### src/rtl/modulo_seq_pkg.sv
// Shared types and default sizes for the modulo sequence controller.
// Optional feature macro used by the controller: MODULO_SEQ_PAUSE_EN.
package modulo_seq_pkg;

  localparam int unsigned CNT_W_DEF = 3;
  localparam int unsigned REP_W_DEF = 8;

  typedef enum logic [1:0] {
    IDLE = 2'd0,
    RUN  = 2'd1,
    DONE = 2'd2
  } seq_state_e;

endpackage

### src/rtl/modulo_tick.sv
// Modulo counter datapath: count register, terminal-count compare and
// the toggle flop that inverts on every wrap. Sequencing comes from the FSM.
module modulo_tick #(
  parameter int unsigned CNT_W = 3
) (
  input  logic             clk,
  input  logic             rst_n,
  input  logic             en,
  input  logic             clr,
  input  logic [CNT_W-1:0] modulus,
  output logic [CNT_W-1:0] count,
  output logic             wrap,
  output logic             tog
);

  logic [CNT_W-1:0] count_q, count_d;
  logic             tog_q, tog_d;

  // Wrap is a direct compare, so an all-ones modulus wraps before any overflow.
  assign wrap  = (count_q == modulus);
  assign count = count_q;
  assign tog   = tog_q;

  // Next count/toggle: clear wins over enable and never touches the toggle.
  always_comb begin
    count_d = count_q;
    tog_d   = tog_q;
    if (clr) begin
      count_d = '0;
    end else if (en) begin
      if (wrap) begin
        count_d = '0;
        tog_d   = ~tog_q;
      end else begin
        count_d = count_q + 1'b1;
      end
    end
  end

  // Counter and toggle registers.
  always_ff @(posedge clk or negedge rst_n) begin
    if (!rst_n) begin
      count_q <= '0;
      tog_q   <= 1'b0;
    end else begin
      count_q <= count_d;
      tog_q   <= tog_d;
    end
  end

endmodule

### src/rtl/modulo_seq_ctrl.sv
// Modulo sequence controller: accepts a (modulus, repeat) command, runs a
// 0..M counter with a wrap toggle for the requested number of wraps (or
// forever when reps is 0), and pulses done on normal completion.
// Optional feature: define MODULO_SEQ_PAUSE_EN to add the pause input.
module modulo_seq_ctrl
  import modulo_seq_pkg::*;
#(
  parameter int unsigned CNT_W = CNT_W_DEF,
  parameter int unsigned REP_W = REP_W_DEF
) (
  input  logic             clk,
  input  logic             reset,
  input  logic             cmd_valid,
  output logic             cmd_ready,
  input  logic [CNT_W-1:0] cmd_modulus,
  input  logic [REP_W-1:0] cmd_reps,
  input  logic             stop,
`ifdef MODULO_SEQ_PAUSE_EN
  input  logic             pause,
`endif
  output logic [CNT_W-1:0] state,
  output logic             out,
  output logic             busy,
  output logic             done
);

  seq_state_e       fsm_q, fsm_d;
  logic [CNT_W-1:0] mod_q, mod_d;
  logic [REP_W-1:0] reps_q, reps_d;
  logic [REP_W-1:0] wraps_q, wraps_d;
  logic             pause_i;
  logic             tick_en;
  logic             tick_clr;
  logic             wrap;
  logic [CNT_W-1:0] count;
  logic             tog;

`ifdef MODULO_SEQ_PAUSE_EN
  assign pause_i = pause;
`else
  assign pause_i = 1'b0;
`endif

  modulo_tick #(
    .CNT_W (CNT_W)
  ) u_tick (
    .clk     (clk),
    .rst_n   (reset),
    .en      (tick_en),
    .clr     (tick_clr),
    .modulus (mod_q),
    .count   (count),
    .wrap    (wrap),
    .tog     (tog)
  );

  assign state = count;
  assign out   = tog;

  // Next-state, command latching, wrap accounting and status outputs.
  // Stop is checked before pause and wrap so it overrides both.
  always_comb begin
    fsm_d     = fsm_q;
    mod_d     = mod_q;
    reps_d    = reps_q;
    wraps_d   = wraps_q;
    tick_en   = 1'b0;
    tick_clr  = 1'b0;
    cmd_ready = 1'b0;
    busy      = 1'b0;
    done      = 1'b0;
    unique case (fsm_q)
      IDLE: begin
        cmd_ready = 1'b1;
        if (cmd_valid) begin
          mod_d    = cmd_modulus;
          reps_d   = cmd_reps;
          wraps_d  = '0;
          tick_clr = 1'b1;
          fsm_d    = RUN;
        end
      end
      RUN: begin
        busy = 1'b1;
        if (stop) begin
          tick_clr = 1'b1;
          fsm_d    = IDLE;
        end else if (!pause_i) begin
          tick_en = 1'b1;
          if (wrap) begin
            if (reps_q == '0) begin
              if (wraps_q != '1) begin
                wraps_d = wraps_q + 1'b1;
              end
            end else begin
              wraps_d = wraps_q + 1'b1;
              if (wraps_d == reps_q) begin
                fsm_d = DONE;
              end
            end
          end
        end
      end
      DONE: begin
        done  = 1'b1;
        fsm_d = IDLE;
      end
      default: begin
        fsm_d = IDLE;
      end
    endcase
  end

  // FSM and command registers.
  always_ff @(posedge clk or negedge reset) begin
    if (!reset) begin
      fsm_q   <= IDLE;
      mod_q   <= '0;
      reps_q  <= '0;
      wraps_q <= '0;
    end else begin
      fsm_q   <= fsm_d;
      mod_q   <= mod_d;
      reps_q  <= reps_d;
      wraps_q <= wraps_d;
    end
  end

endmodule

### config.mk
export PLATFORM = sky130hd
export DESIGN_NAME = modulo_seq_ctrl
export DESIGN_NICKNAME = d
export VERILOG_FILES = /design/src/rtl/modulo_seq_pkg.sv /design/src/rtl/modulo_tick.sv /design/src/rtl/modulo_seq_ctrl.sv
export SDC_FILE = /design/constraint.sdc
export NUM_CORES = 1
export LEC_CHECK = 0
export BUFFER_PORTS_ARGS = -buffer_cell sky130_fd_sc_hd__buf_4
export CAP_MARGIN = 20
export CORE_ASPECT_RATIO = 0.75
export CORE_UTILIZATION = 46
export CTS_BUF_LIST = sky130_fd_sc_hd__clkbuf_2 sky130_fd_sc_hd__clkbuf_4 sky130_fd_sc_hd__clkbuf_8
export DETAILED_ROUTE_END_ITERATION = 12
export PLACE_DENSITY = 0.67
export SETUP_SLACK_MARGIN = 0.05
export SLEW_MARGIN = 20
export SYNTH_ARGS = -nofsm -noshare
export SYNTH_HDL_FRONTEND = slang
export SYNTH_SLANG_ARGS = --single-unit
### constraint.sdc
create_clock -name clk -period 5.75 [get_ports clk]
set_input_delay 0.575 -clock clk [delete_from_list [all_inputs] [get_ports clk]]
set_output_delay 0.575 -clock clk [all_outputs]
set_load 0.02 [all_outputs]
Word level (Yosys, flattened, before mapping)
Cells that the tools add are included.
{ "word_totals": {"out_inout_bits": 7, "n_memories": 0, "reg_bits": 25, "ram_bits": 0, "latchBits": 0, "rom_bits": 0, "inputBits": 15, "word_cells": 53} }
{ "classes": {"n_lt_le_gt_ge": 0, "mux": 23, "n_div": 0, "n_mul": 0, "reduce_logical": 8, "add_sub_neg": 2, "n_shift": 0, "bitwise": 2, "eq_ne": 12} }
{ "op_table": {"columns": ["op", "count"], "rows": [
  ["$mux W8", 5],
  ["$pmux W8 S2", 1],
  ["$mux W2", 5],
  ["$mux W3", 3],
  ["$ne A3 B3 Y1 const B", 3],
  ["$add A8 B1 Y8 const B", 1],
  ["$eq A8 B8 Y1", 1],
  ["$logic_not A8 Y1", 1],
  ["$ne A8 B8 Y1 const B", 1],
  ["$mux W1", 7],
  ["$reduce_and A5 Y1", 1],
  ["$ne A2 B2 Y1 const B", 2],
  ["$pmux W2 S2", 1],
  ["$reduce_and A4 Y1", 1],
  ["$reduce_bool A2 Y1", 2],
  ["$add A3 B1 Y3 const B", 1],
  ["$eq A3 B3 Y1", 1],
  ["$ne A3 B2 Y1 const B", 1],
  ["$reduce_and A3 Y1", 1],
  ["$eq A2 B1 Y1 const B", 1],
  ["$eq A2 B2 Y1 const B", 1],
  ["$logic_not A2 Y1", 1],
  ["$ne A2 B1 Y1 const B", 1],
  ["$not A1 Y1", 2],
  ["2 further kinds", 2]
]} }

Depth between registers and ports, before layout
Gate-level depths: netlist (run 1).
{ "logic_depth": {"ltp_word": 7, "depth_mapped": 7, "mapped_depth_nobuf": 6} }

Modules after synthesis
A second synthesis (run 1) with hierarchy kept.
{ "hier_totals": {"cells_unflattened": 139, "hier_area_um2": 1435.1} }
{ "by_module_without_submodules": {"columns": ["mod", "instances", "area_each_um2", "seq_area_each_um2", "cells_per_inst"], "rows": [
  ["modulo_seq_ctrl", 1, 1188.6, 525.5, 116],
  ["modulo_tick", 1, 246.5, 100.1, 23]
]} }

Worst setup path after synthesis (run 1)
No wires, ideal clock.
{ "synth_path": {"kind": "flip-flop to flip-flop", "startpoint": "reg wraps_q[0]", "endpoint": "reg wraps_q[5]", "setup_ns": 0.103, "stages_incl_launch_ff": 8, "required_ns": 5.647, "setup_slack_ns": 3.667, "arrival_ns": 1.979, "cell_sequence": "dfrtp_1 > ha_1 > and3_4 > and3_4 > a221o_2 > or2_1 > buf_6 > o41ai_2"} }
{ "synth_via": {"elab_chain_len": 6, "elab_cells_between_ends": 9, "classes_between": "add/sub: 1; eq/ne: 2; mux: 5; reduce/logical: 1"} }
{ "synth_lines": {"columns": ["item", "line_no", "rtl"], "rows": [
  ["from (decl)", "modulo_seq_ctrl.sv:30", "logic [REP_W-1:0] wraps_q, wraps_d;"],
  ["from (signal assigned)", "modulo_seq_ctrl.sv:125", "wraps_q <= wraps_d;"],
  ["$add A8 B1 Y8", "modulo_seq_ctrl.sv:93, modulo_seq_ctrl.sv:96", null],
  ["$mux W8", "modulo_seq_ctrl.sv:92", "if (wraps_q != '1) begin"],
  ["$mux W8", "modulo_seq_ctrl.sv:91", "if (reps_q == '0) begin"],
  ["$mux W8", "modulo_seq_ctrl.sv:90", "if (wrap) begin"],
  ["$mux W8", "modulo_seq_ctrl.sv:85", "if (stop) begin"],
  ["$pmux W8 S2", "modulo_seq_ctrl.sv:72", "unique case (fsm_q)"]
]} }
Several ways; a longest one is shown, not always the timed one. The select of a mux whose other input is x is not followed.
A chain may end at the register's enable or synchronous reset.

Final worst setup path (run 1)
{ "layout_path": {"startpoint": "reg wraps_q[0]", "endpoint": "reg wraps_q[3]"} }
The elaborated chain is that of the path after synthesis.

==> impl_metrics.tcl, run 1 <==
set metrics [dict create \
    fin_crit_ps 2240 \
    yosysTopAreaCell "dfrtp_1" \
    synth.top_cell.area_share 0.450 \
    ys_seq_elements 25 \
    drt_pre_antenna_iters 4 \
    synth.distinct_cells 32 \
    gr-usage-met3 0.0486 \
    cts-buffers-inserted 3 \
    timing.rr.start "wraps_q[0]$_DFFE_PN0P_" \
    grt.busiest_layer "met2" \
    num_io_pins 22 \
    path_cells "ha_1, and3_4, and3_4, a221o_2, or2_1, o31ai_1" \
    worstMarginPinSlew_ps 474 \
    ys.flop_type "dfrtp_1" \
    final_nets 199 \
    drc 0 \
    dpl.hpwl_um 2260 \
    synth_warnings 0 \
    cp.arrival_ps 2420 \
    port_buffers 21 \
    multi_input_area_um2 724 \
    diodes 0 \
    drive_gt1_frac 0.160 \
    routed_wl_um 3020 \
    grt_overflow_total 0 \
    track_usage 0.209 \
    cts_tree "yes" \
    post_cts_buffers 0 \
    core_area_um2 2740 \
    grt_setup_unrepaired "no" \
    die_w_um 65.5 \
    cts_max_path_buffers 2 \
    synthCells 161 \
    fillers 252 \
    path_class "reg -> reg" \
    drt_iter0_drc 58 \
    cts_resized 0 \
    final-setup-viol-count 0 \
    synth.area.top_cells "dfrtp_1 45%, nand2_1 12%, xnor2_1 6.9%, nor2_1 3.0%, o21ai_1 2.9%" \
    cp-end-kind "flip-flop" \
    start_util 0.507 \
    h-tree-depth 1 \
    use_met2 0.328 \
    antenna_found_initial 0 \
    final-max-slew-violation-count 0 \
    avgSynthCellArea_um2 8.64 \
    die_height_um 49.6 \
    finalSetupTns_ps 0 \
    crit_path_start "wraps_q[0]$_DFFE_PN0P_" \
    grt_pass1_wl_um 5180 \
    slowest_delay_ps 450 \
    leakage_nw 0.740 \
    async_flop_share 1.00 \
    vias 1155 \
    power_density_nw_per_um2 338 \
    syn-num-nets 178 \
    die_area_um2 3250 \
    start_kind "flip-flop" \
    synth.most_common_cell "nand2_1" \
    placed_cell_area_um2 1560 \
    period_share 0.390 \
    routedWlPerCell_um 13.9 \
    max_slew_margin 0.682 \
    cap_violations 0 \
    grt_max_degree 26 \
    critPathRequiredTime_ps 5930 \
    cts_hold_buf 0 \
    regArea_um2 626 \
    slowest_stage "dfrtp_1" \
    ant_nets 0 \
    crit_path_frequent_cell "and3_4" \
    outcome "completed" \
    path_max_fanout 10 \
    drt-vias-per-instance 5.32 \
    hold_violations 0 \
    final_area_um2 1610 \
    min_path_type "in -> async" \
    first_global_vias 1138 \
    fin_skew_ps 3.02 \
    grt_util_met1 0.296 \
    syn_area_um2 1390 \
    ir_worst_vdd_uv 212 \
    cts_root_buffer "clkbuf_8" \
    path_clk_slew_ps 90 \
    fmax_mhz 446 \
    clk_latency_ps 270 \
    place_congestion 0.837 \
    area_growth_pct 15.5 \
    cts.sinks 25 \
    yosys-top-cells-count "45 x nand2_1, 25 x dfrtp_1, 11 x nor2_1, 11 x xnor2_1, 8 x o21ai_1" \
    synth_edf_count 0 \
    synth_seq_area_share 0.450 \
    rows 16 \
]
==> registers in the layout, summed over array words and instances, names as in the netlist <==
name          cells
u_tick.tog        1
wraps_q           8
mod_q             3
reps_q            8
fsm_q             2
u_tick.count      3
==> per-stage QoR <==
step / power, mW / setup slack (ps) / hold slack (ps) / util / std cells
6_report: 0.543 / 3510 / 192 / 0.586 / 217
2_1_floorplan: 0.381 / 3670 / 279 / - / 161
4_1_cts: 0.544 / 3510 / 205 / 0.586 / 217
3_5_place_dp: 0.441 / 3510 / 468 / 0.569 / 213
5_1_grt: 0.584 / 3410 / 210 / 0.586 / 217
3_3_place_gp: 0.435 / 3600 / 461 / 0.569 / 213
==> per-layer routing <==
layer | wire [um] | share of wire | vias up
met5 | 0 | 0 | -
met4 | 21 | 0.0069 | 0
met3 | 103 | 0.034 | 2
met2 | 1350 | 0.45 | 25
met1 | 1550 | 0.51 | 542
li1 | - | - | 586
==> cells in the final DEF, fill, tap and decap left out, types with 5 or more instances in the layout <==
cell type,count
nand2_1,45
dfrtp_1,25
buf_4,21
nor2_1,11
xnor2_1,11
o21ai_1,8
nand2b_1,6
nand3_1,5
==> worst max-delay path: cells and delay by family (launching register included) <==
kind / cells / cell delay, ps
AOI/OAI and AO/OA: 2 / 670
adders and majority gates: 1 / 290
and+or+nand+nor: 3 / 730
DFF: 1 / 450
==> worst paths after layout <==
check | cells past startpoint | slack, ps | endpoint
max | 6 | 3510 | wraps_q[3]$_DFFE_PN0P_
min | 1 | 190 | wraps_q[2]$_DFFE_PN0P_
max reg2reg | 6 | 3510 | wraps_q[3]$_DFFE_PN0P_
min reg2reg | 1 | 480 | u_tick.tog$_DFFE_PN0P_
max in group asynchronous | 1 | 5320 | u_tick.count[2]$_DFFE_PN0P_
min in group clk | 1 | 480 | u_tick.tog$_DFFE_PN0P_
==> cells by family (layout without fill, tap and decap cells) <==
kind of cell | count (synthesis) | in the layout | share of synthesized area
compound gates | 24 | 24 | 0.114
xor+xnor | 12 | 12 | 0.0755
fa+ha+maj | 2 | 2 | 0.0180
buf+inv | 7 | 27 | 0.0297
flops | 25 | 25 | 0.450
mux | 1 | 1 | 0.00719
simple gates | 90 | 90 | 0.306
==> layout make-up <==
cell class,instances,area share
sequential,25,0.389
inverter,2,0.00467
clock inverter,1,0.00312
clock buffer,3,0.0257
multi-input combinational,129,0.451
timing repair buffer,21,0.0981
tap,36,0.0280
==> power breakdown <==
| part | leakage (nW) | internal (mW) | switching, mW |
|---|---|---|---|
| registers | 0.324 | 0.211 | 0.0435 |
| clock network | 0.0255 | 0.0485 | 0.0570 |
| logic | 0.390 | 0.0836 | 0.0994 |
No activity file was read; power rests on OpenSTA's default activity.
==> run 2: changes to the inputs <==
==> constraint.sdc (replaced) <==
create_clock -name clk -period 2.1 [get_ports clk]
set_input_delay 0.21 -clock clk [delete_from_list [all_inputs] [get_ports clk]]
set_output_delay 0.21 -clock clk [all_outputs]
set_load 0.02 [all_outputs]
==> impl_metrics.tcl, run 2 (synthesis results as in run 1) <==
set metrics [dict create \
    outcome "completed" \
    start_kind "flip-flop" \
    antenna_found_initial 0 \
    drt-vias-per-instance 5.38 \
    path_class "reg -> reg" \
    die_height_um 49.6 \
    cts.sinks 25 \
    rows 16 \
    dp_slack_ps 110 \
    fin_crit_ps 1940 \
    use_met2 0.326 \
    cts_tree "yes" \
    num_io_pins 22 \
    path_max_fanout 7 \
    final_cell_mix "45 x nand2_1, 25 x dfrtp_1, 24 x buf_4" \
    die_area_um2 3250 \
    grt_max_degree 26 \
    drive_gt1_frac 0.189 \
    grt_pass1_wl_um 5310 \
    drt_pre_antenna_iters 4 \
    cp.arrival_ps 2120 \
    final-max-slew-violation-count 0 \
    drt_iter0_drc 93 \
    worstMarginPinSlew_ps 466 \
    cts_max_path_buffers 2 \
    final_common_cell "nand2_1" \
    grt_setup_unrepaired "no" \
    final-setup-viol-count 0 \
    routedWlPerCell_um 13.2 \
    final_nets 203 \
    cp-end-kind "flip-flop" \
    fmax_mhz 514 \
    vias 1189 \
    utilization 0.602 \
    drc 0 \
    routed_wl_um 2920 \
    track_usage 0.214 \
    power_density_nw_per_um2 920 \
    fin_skew_ps 4.67 \
    period_share 0.926 \
    first_global_vias 1142 \
    max_slew_margin 0.690 \
    hold_violations 0 \
    path_clk_slew_ps 90 \
    port_buffers 21 \
    setup_ws_ps 156 \
    leakage_nw 0.761 \
    h-tree-depth 1 \
    die_w_um 65.5 \
    dpl.hpwl_um 2250 \
    ant_nets 0 \
    largest_registers "reps_q: 8 flops, wraps_q: 8 flops" \
    area_growth_pct 18.7 \
    finalSetupTns_ps 0 \
    clk_latency_ps 270 \
    critPathRequiredTime_ps 2270 \
    grt_overflow_total 0 \
    core_area_um2 2740 \
    grt.busiest_layer "met2" \
    gr-usage-met3 0.0556 \
    ir_worst_vdd_uv 566 \
    min_path_type "in -> reg" \
    start_util 0.507 \
    grt_util_met1 0.319 \
    cts-buffers-inserted 3 \
    diodes 0 \
    cts_root_buffer "clkbuf_8" \
    place_congestion 0.856 \
    cap_violations 0 \
]
[run 2: changes by cell type in the layout (fill, tap and decap cells not counted), sizes merged]
cell | previous run | this run
clkbuf | 3 | 4
clkinv | 1 | 0
dlygate4sd3 | 0 | 1
buf | 21 | 24
[run 2: stage by stage]
stage,total power [mW],instance area [um2],cells,hold WS (ps)
after floorplan,1.05,1390,161,-85.6
after global placement,1.21,1590,216,131
after detailed placement,1.23,1590,216,134
after CTS,1.52,1640,221,124
after global routing,1.64,1650,221,131
final,1.52,1650,221,127
[run 2: report_power, final]
part,total [mW],switching [mW],internal (mW)
Combinational,0.540,0.287,0.253
Sequential,0.683,0.105,0.578
Clock,0.297,0.148,0.149
Total,1.52,0.540,0.980
[run 2: area by class of cell]
| cell class | instances | area [um2] |
|---|---|---|
| clock buffer | 4 | 48.8 |
| fill | 253 | 1090 |
| inverter | 2 | 7.51 |
| multi-input combinational | 129 | 734 |
| sequential | 25 | 626 |
| tap | 36 | 45.0 |
| timing repair buffer | 25 | 190 |
[run 2: routing by layer]
layer / routed length (um) / up-vias / part of all wire
li1: - / 597 / -
met2: 1280 / 25 / 0.44
met3: 108 / 2 / 0.037
met5: 0 / - / 0
met4: 8 / 0 / 0.0027
met1: 1530 / 565 / 0.52
[run 2: worst paths after layout]
path	startpoint	to	slack (ps)	depth (start not counted)
setup / recovery	wraps_q[1]$_DFFE_PN0P_	wraps_q[5]$_DFFE_PN0P_	160	6
hold / removal	cmd_reps[6]	reps_q[6]$_DFFE_PN0P_	130	3
setup reg to reg	wraps_q[1]$_DFFE_PN0P_	wraps_q[5]$_DFFE_PN0P_	160	6
hold reg to reg	u_tick.tog$_DFFE_PN0P_	u_tick.tog$_DFFE_PN0P_	470	1
max in group asynchronous	reset	fsm_q[0]$_DFFE_PN0P_	1480	2
min in group asynchronous	reset	wraps_q[3]$_DFFE_PN0P_	370	2
[run 2: timing repair]
action / in CTS / in global routing
gates resized for setup: 0 / 2
setup endpoints to repair: 0 / 4
buffers inserted: 0 / 0
hold buffers: 1 / 0
endpoints found under the hold margin: 25 / 0
[run 2: worst max-delay path, cell delays in order, from the launching register on]
cell and delay [ps]:
dfrtp_1 420, ha_2 220, and3_4 180, and3_4 190
a221o_2 360, or2_4 270, o41ai_2 200
==> run 3: changes to the inputs <==
--- a/config.mk
+++ b/config.mk
@@ -5,13 +5,13 @@
 export SDC_FILE = /design/constraint.sdc
 export NUM_CORES = 1
 export LEC_CHECK = 0
+export ABC_AREA = 1
 export BUFFER_PORTS_ARGS = -buffer_cell sky130_fd_sc_hd__buf_4
 export CAP_MARGIN = 20
 export CORE_ASPECT_RATIO = 0.75
-export CORE_UTILIZATION = 46
+export CORE_UTILIZATION = 40
 export CTS_BUF_LIST = sky130_fd_sc_hd__clkbuf_2 sky130_fd_sc_hd__clkbuf_4 sky130_fd_sc_hd__clkbuf_8
 export DETAILED_ROUTE_END_ITERATION = 12
-export PLACE_DENSITY = 0.67
 export SETUP_SLACK_MARGIN = 0.05
 export SLEW_MARGIN = 20
 export SYNTH_ARGS = -nofsm -noshare
==> impl_metrics.tcl, run 3 <==
set metrics [dict create \
    outcome "completed" \
    ir_worst_vdd_uv 430 \
    num_io_pins 22 \
    dp_slack_ps 371 \
    ys.flop_type "dfrtp_1" \
    crit_path_frequent_cell "nand2_1" \
    drt-vias-per-instance 4.66 \
    fin_crit_ps 1730 \
    diodes 0 \
    final-setup-viol-count 0 \
    path_cells "ha_1, nand3_1, o21bai_1, inv_1, nor2_2, nor2_1, nor2_1, nand2_1, nand2_1, nand2_1" \
    final_common_cell "nand2_1" \
    die_height_um 56.4 \
    async_flop_share 1.00 \
    r2r_end "fsm_q[0]$_DFFE_PN0P_" \
    grt_pass1_wl_um 5560 \
    die_w_um 74.5 \
    grt_max_degree 26 \
    min_path_type "in -> reg" \
    first_global_vias 1198 \
    synthCells 213 \
    cts_tree "yes" \
    path_max_fanout 6 \
    avgSynthCellArea_um2 7.41 \
    syn-num-nets 230 \
    synth_edf_count 0 \
    power_density_nw_per_um2 803 \
    drc 0 \
    area_growth_pct 16.6 \
    fmax_mhz 578 \
    path_class "reg -> reg" \
    antenna_found_initial 0 \
    drt_iter0_drc 72 \
    finalSetupTns_ps 0 \
    yosysTopAreaCell "dfrtp_1" \
    fin_skew_ps 5.23 \
    period_share 0.824 \
    synth_seq_area_share 0.397 \
    grt_setup_unrepaired "no" \
    synth.most_common_cell "nand2_1" \
    yosys-top-cells-count "58 x nand2_1, 25 x dfrtp_1, 24 x nor2_1" \
    cts.sinks 25 \
    h-tree-depth 1 \
    rows 19 \
    die_area_um2 4200 \
    synth.top_cell.area_share 0.397 \
    slowest_delay_ps 450 \
    final_nets 254 \
    p_clk_frac 0.205 \
    cts-buffers-inserted 3 \
    cp-end-kind "flip-flop" \
    ys_seq_elements 25 \
    p_int_uw 915 \
    port_buffers 21 \
    fin_cells 288 \
    dpl.hpwl_um 2520 \
    cp.arrival_ps 1890 \
    path_clk_slew_ps 90 \
    drt_pre_antenna_iters 4 \
    cts_max_path_buffers 2 \
    largest_registers "reps_q: 8 flops, wraps_q: 8 flops" \
    cts_root_buffer "clkbuf_8" \
    max_slew_margin 0.772 \
    seq_power_share 0.444 \
    switching_share 0.380 \
    final-max-slew-violation-count 0 \
    drive_gt1_frac 0.250 \
    cap_violations 0 \
    critPathRequiredTime_ps 2260 \
    ant_nets 0 \
    clk_latency_ps 270 \
    timing.rr.start "wraps_q[0]$_DFFE_PN0P_" \
    r2r_setup_slack_ps 370 \
    routedWlPerCell_um 11.4 \
    hold_violations 0 \
    core_area_um2 3710 \
    place_congestion 0.807 \
    final_cell_mix "58 x nand2_1, 25 x dfrtp_1, 24 x nor2_1" \
    synth.distinct_cells 28 \
    synth.area.top_cells "dfrtp_1 40%, nand2_1 14%, nand2_2 6.7%, nand3_1 6.7%, nor2_1 5.7%" \
    routed_wl_um 3280 \
    rr_worst_depth 10 \
    leakage_nw 0.953 \
    grt_overflow_total 0 \
    track_usage 0.179 \
    slowest_stage "dfrtp_1" \
    worstMarginPinSlew_ps 343 \
    start_kind "flip-flop" \
    vias 1343 \
    endpoint "fsm_q[0]$_DFFE_PN0P_" \
    dp.cells 283 \
    crit_path_start "wraps_q[0]$_DFFE_PN0P_" \
    switchingPower_uw 562 \
    setup_ws_ps 369 \
    start_util 0.425 \
    syn_area_um2 1580 \
    comb_power_share 0.351 \
    synth_warnings 0 \
]
-- run 3: cell types whose count changed after synthesis, sizes merged, moves of 4 or more --
cell and delta:
nand2 +31, inv +24, nand3 +20, nor2 +19, a21oi +12, o21ai -11, xnor2 -10, and3 -6
nand2b -6, nor4 -4, o31ai -4
-- run 3: how the worst min path moves through the flow --
stage / start / to / slack (ps) / cells past startpoint
after floorplan: reset / fsm_q[0]$_DFFE_PN0P_ / -90 / 0
after global placement: reset / reps_q[5]$_DFFE_PN0P_ / 140 / 1
after detailed placement: reset / reps_q[5]$_DFFE_PN0P_ / 140 / 1
after CTS: cmd_modulus[1] / mod_q[1]$_DFFE_PN0P_ / 160 / 2
after global routing: cmd_modulus[1] / mod_q[1]$_DFFE_PN0P_ / 170 / 2
final: cmd_modulus[1] / mod_q[1]$_DFFE_PN0P_ / 170 / 2
-- run 3: layout make-up --
| cell class | count | area [um2] |
|---|---|---|
| Sequential cell | 25 | 626 |
| Tap cell | 52 | 65.1 |
| Clock buffer | 4 | 48.8 |
| Multi-Input combinational cell | 157 | 823 |
| Inverter | 27 | 101 |
| Fill cell | 400 | 1870 |
| Timing Repair Buffer | 23 | 175 |
-- run 3: timing repair --
action / CTS / global route
setup buffers: 0 / 0
endpoints found under the hold margin: 25 / 0
resized for setup: 0 / 0
hold buffers: 1 / 0
-- run 3: critical path, delay by kind of cell, from the launching register on --
family / cells / cell delay (ps)
and+or+nand+nor: 7 / 590
DFF: 1 / 450
adders and majority gates: 1 / 310
buffers and inverters: 1 / 70
AOI/OAI and AO/OA: 1 / 210
-- run 3: cell families (layout without fill, tap and decap cells) --
| kind of cell | count (synthesis) | after routing | share of synthesized area |
|---|---|---|---|
| fa+ha+maj | 2 | 2 | 0.0159 |
| buf+inv | 31 | 54 | 0.0817 |
| mux | 1 | 1 | 0.00714 |
| simple gates | 136 | 136 | 0.428 |
| compound gates | 15 | 15 | 0.0492 |
| flops | 25 | 25 | 0.397 |
| xor+xnor | 3 | 3 | 0.0214 |
-- run 3: power by group through the flow --
stage,logic (mW),registers [mW],clock network [mW]
final,0.518,0.655,0.303
after global routing,0.592,0.670,0.342
after CTS,0.528,0.655,0.321
after detailed placement,0.524,0.666,0
after global placement,0.522,0.662,0
after floorplan,0.362,0.667,0
-- run 3: through the flow --
step / utilization / cell area [um2] / hold WS (ps) / total power, mW
after floorplan: - / 1580 / -85.6 / 1.03
after global routing: 0.496 / 1840 / 166 / 1.60
after detailed placement: 0.480 / 1780 / 137 / 1.19
final: 0.496 / 1840 / 172 / 1.48
after CTS: 0.496 / 1840 / 162 / 1.50
after global placement: 0.480 / 1780 / 137 / 1.18
-- run 3: layer usage --
metal	up-vias	track usage	wire, um
met3	4	0.0431	134
met5	-	0	0
met1	606	0.275	1730
met4	0	0.0566	34
li1	710	-	-
met2	23	0.243	1380
